[config.mk]
export PLATFORM = sky130hd
export DESIGN_NAME = fmc_lpc_pattern
export DESIGN_NICKNAME = d
export VERILOG_FILES = /design/src/rtl/fmc_lpc_pattern.sv
export SDC_FILE = /design/constraint.sdc
export NUM_CORES = 1
export LEC_CHECK = 0
export ABC_AREA = 1
export BUFFER_PORTS_ARGS = -buffer_cell sky130_fd_sc_hd__buf_4
export CAP_MARGIN = 20
export CELL_PAD_IN_SITES_DETAIL_PLACEMENT = 1
export CELL_PAD_IN_SITES_GLOBAL_PLACEMENT = 1
export CORE_MARGIN = 5
export CORE_UTILIZATION = 25
export DETAILED_ROUTE_END_ITERATION = 8
export PLACE_DENSITY = 0.61
export SETUP_SLACK_MARGIN = 0.05
export SKIP_CTS_REPAIR_TIMING = 1
export SYNTH_ARGS = -nofsm -noshare
export SYNTH_HDL_FRONTEND = slang
export SYNTH_SLANG_ARGS = --single-unit
[constraint.sdc]
create_clock -name clk -period 3.2 [get_ports clk]
set_input_delay 0.64 -clock clk [delete_from_list [all_inputs] [get_ports clk]]
set_output_delay 0.64 -clock clk [all_outputs]
set_load 0.005 [all_outputs]
[src/rtl/fmc_lpc_pattern.sv]
// FMC LPC loopback pattern generator: drives static or walking-one/zero patterns
// onto the LA pins and accumulates sticky per-pin mismatches against the loopback.
module fmc_lpc_pattern #(
  parameter int unsigned NPINS = 68,
  parameter int unsigned DIV_W = 16
) (
  input  logic             clk,
  input  logic             rst_n,
  input  logic             start,
  input  logic             abort,
  input  logic [1:0]       mode,
  input  logic [NPINS-1:0] static_val,
  input  logic [DIV_W-1:0] div,
  input  logic [NPINS-1:0] la_in,
  output logic [NPINS-1:0] la_out,
  output logic             busy,
  output logic             done,
  output logic [7:0]       step,
  output logic [NPINS-1:0] err_mask
);

  typedef enum logic [1:0] {
    S_IDLE = 2'd0,
    S_RUN  = 2'd1,
    S_DONE = 2'd2
  } state_e;

  localparam logic [7:0]       LAST_STEP = 8'(NPINS - 1);
  localparam logic [NPINS-1:0] ONE_HOT0  = {{(NPINS-1){1'b0}}, 1'b1};

  state_e           state_q, state_d;
  logic [NPINS-1:0] la_out_q, la_out_d;
  logic [NPINS-1:0] err_q, err_d;
  logic [7:0]       step_q, step_d;
  logic [DIV_W-1:0] dwell_q, dwell_d;
  logic [DIV_W-1:0] div_q, div_d;
  logic             inv_q, inv_d;

  logic [NPINS-1:0] idle_val;
  logic             last_dwell;

  function automatic logic [NPINS-1:0] walk_pat(input logic [7:0] k, input logic inv);
    logic [NPINS-1:0] p;
    p = ONE_HOT0 << k;
    return inv ? ~p : p;
  endfunction

  assign idle_val   = (mode == 2'd1) ? static_val : '0;
  assign last_dwell = (dwell_q == div_q);

  // NOTE: every variable is given a default before the case so that no path
  // leaves it unassigned, which would otherwise infer a latch.
  always_comb begin
    state_d  = state_q;
    la_out_d = la_out_q;
    err_d    = err_q;
    step_d   = step_q;
    dwell_d  = dwell_q;
    div_d    = div_q;
    inv_d    = inv_q;

    case (state_q)
      S_IDLE: begin
        if (start && mode[1]) begin
          state_d  = S_RUN;
          step_d   = '0;
          dwell_d  = '0;
          err_d    = '0;
          div_d    = div;
          inv_d    = mode[0];
          la_out_d = walk_pat(8'd0, mode[0]);
        end else begin
          la_out_d = idle_val;
        end
      end

      S_RUN: begin
        // Abort wins over the compare/advance; pins keep the current pattern
        // for one cycle and IDLE restores its own value on the following edge.
        if (abort) begin
          state_d = S_IDLE;
        end else if (last_dwell) begin
          err_d   = err_q | (la_in ^ la_out_q);
          dwell_d = '0;
          if (step_q == LAST_STEP) begin
            state_d = S_DONE;
          end else begin
            step_d   = step_q + 8'd1;
            la_out_d = walk_pat(step_q + 8'd1, inv_q);
          end
        end else begin
          dwell_d = dwell_q + 1'b1;
        end
      end

      S_DONE: begin
        state_d  = S_IDLE;
        la_out_d = idle_val;
      end

      default: begin
        state_d  = S_IDLE;
        la_out_d = '0;
      end
    endcase
  end

  // NOTE: state registers use non-blocking assignments so every flop samples
  // the pre-edge values regardless of statement order.
  always_ff @(posedge clk or negedge rst_n) begin
    if (!rst_n) begin
      state_q  <= S_IDLE;
      la_out_q <= '0;
      err_q    <= '0;
      step_q   <= '0;
      dwell_q  <= '0;
      div_q    <= '0;
      inv_q    <= 1'b0;
    end else begin
      state_q  <= state_d;
      la_out_q <= la_out_d;
      err_q    <= err_d;
      step_q   <= step_d;
      dwell_q  <= dwell_d;
      div_q    <= div_d;
      inv_q    <= inv_d;
    end
  end

  assign la_out   = la_out_q;
  assign busy     = (state_q == S_RUN);
  assign done     = (state_q == S_DONE);
  assign step     = step_q;
  assign err_mask = err_q;

endmodule

==> impl_metrics.ini <==
[drt]
routedWlPerCell_um = 19.0
wl_mm = 45.0
num_vias = 11500
ant_nets = 0
dr.pass1.iters = 4
drt-initial-drc-count = 658
viasPerCell = 4.85
drc = 0

[critical_path]
crit_type = register to output port
crit_arrival_ns = 2.18
reg2reg_to = la_out[32]
rr_worst_depth = 12
startpoint = state_q[1]
start_kind = register
cp-end-kind = output port
worstPathCellList = inv_1, nand2_1, inv_6, buf_4
crit-reg2reg-launch = step[0]
critical_path_required_ns = 2.56
crit_fanout = 64
slowest_delay_ns = 0.47
cp_slowest_cell = inv_6
reg2reg_slack_ns = 0.49

[timing]
setup_viol = 0
grt_setup_unrepaired = no
min_period_ns = 2.82
post-route-period-util_pct = 88.1
max_slew_margin_pct = 30.8
fin_tns_setup_ns = 0
fmax_ghz = 0.355
whs_ns = 0.217
hold_violations = 0
fin_skew_ns = 0.0131
tightest_slew_ns = 1.04
slew_viol_final = 0

[logic_synthesis]
async_flop_share_pct = 100
synth-warning-count = 0
yosysUniqueCellTypes = 33
synth_area_per_cell_um2 = 7.24
ys_seq_elements = 179
syn_nets = 1698
netlist_area_um2 = 11100
synth_ff_type = dfrtp_1
syn-instance-count = 1534
synth-edff-count = 0
yosysSeqAreaShare_pct = 40.4

[global_route]
grt_overflow = 0
grt_pass1_vias = 11900
grt_max_degree = 83
antenna_found_initial = 1
grt.total_usage_pct = 18.2
grt_first_pass_wirelength_mm = 69.5

[placement]
gp_congestion = 0.854
dp_cells = 2335
port_buffers = 303
place_area_um2 = 13800
place_hpwl_mm = 32.6

[clock_tree]
htree_levels = 4
path_clk_slew_ns = 0.08
clock_latency_ns = 0.46
clockRootBuffer = clkbuf_16
cts_buffers = 17
tritoncts = done
clock_sinks = 179
cts_buffer_depth = 2

[power_and_ir_drop]
p_per_area_nw_per_um2 = 530
vdd_drop_max_uv = 310
leakagePower_nw = 7.09

[run]
drv_cap = 0

[floorplanning]
fp.dieH_um = 221
start_util_pct = 25.2
dieArea_um2 = 48700
coreArea_um2 = 44000
io_pins = 304
rows = 77
die_w_um = 221

[final_layout]
postLayoutCellArea_um2 = 14400
final_cell_mix = 456 x nand2_1, 321 x buf_4, 228 x nand3_1
multi_input_area_um2 = 5840
area.growth.synth_to_final_pct = 30.1
final_common_cell = nand2_1
final_cells = 2368
num-nets-final = 1926
n_fill_cell = 5425
drive_gt1_share_pct = 21.5
regArea_um2 = 4480
final_core_utilization_pct = 32.8

[min_path]
worst_hold_path_type = input port to asynchronous set/reset pin

[run_status]
outcome = finished clean
sequential cells by signal (all words and copies together) (netlist names):
signal / count
div_q: 16
dwell_q: 16
err_mask: 68
inv_q: 1
la_out: 68
state_q: 2
step: 8
layer usage:
layer | part of all wire [%] | wire length (µm) | global-route usage (%)
met1 | 45 | 20100 | 23.9
met2 | 49 | 21800 | 30.7
met3 | 5.5 | 2460 | 4.42
met4 | 1.3 | 583 | 3.70
met5 | 0 | 0 | 0
stage by stage:
stage	power, mW	setup WS [ns]
floorplan	4.14	1.21
global placement	5.39	0.605
detailed placement	5.44	0.523
CTS	7.81	0.336
global route	8.19	0.0932
finish	7.66	0.382
how the worst max path moves through the flow:
stage | end | cells past startpoint
after floorplan | la_out[11] | 13
after global placement | la_out[32] | 12
after CTS | busy | 4
after detailed placement | la_out[32] | 12
after global routing | la_out[32] | 13
final | busy | 4
report_power, final:
| group | leakage [nW] | switching [mW] | internal (mW) |
|---|---|---|---|
| registers | 2.35 | 0.443 | 2.70 |
| logic | 4.45 | 1.14 | 1.06 |
| clock network | 0.295 | 1.03 | 1.28 |
area by class of cell:
cell class	count	area share [%]
clock inverter	13	1.19
sequential	179	31.0
multi-input combinational	1186	40.4
tap	592	5.13
clock buffer	19	3.14
antenna	1	0.0173
timing repair buffer	329	17.8
inverter	49	1.31
critical path: cells and delay by family, from the launching register on:
kind,cells,cell delay [ns]
buffers and inverters,3,1.01
flip-flops,1,0.39
AND/OR/NAND/NOR,1,0.28
synthesized netlist by cell type, types with 18 or more instances:
library cell | number | area [µm²]
clkbuf_1 | 58 | 218
nand4_1 | 85 | 532
nand2_1 | 457 | 1720
xor2_1 | 73 | 639
o21ai_0 | 107 | 536
buf_2 | 33 | 165
nor2_1 | 70 | 263
o21ai_1 | 40 | 200
a21oi_1 | 75 | 375
nand3_1 | 228 | 1140
inv_1 | 44 | 165
dfrtp_1 | 179 | 4480
nor3_1 | 18 | 90.1
cells by family (layout without fill, tap and decap cells):
group | Yosys count | count (layout) | share of synthesized area [%]
AOI/OAI and AO/OA | 229 | 229 | 10.5
xor gates and xnor gates | 81 | 81 | 6.39
adders and majority gates | 6 | 6 | 0.676
buffers and inverters | 169 | 410 | 7.27
DFF | 179 | 179 | 40.4
other | 0 | 1 | 0
and+or+nand+nor | 870 | 870 | 34.8
No activity file was read; power rests on OpenSTA's default activity.
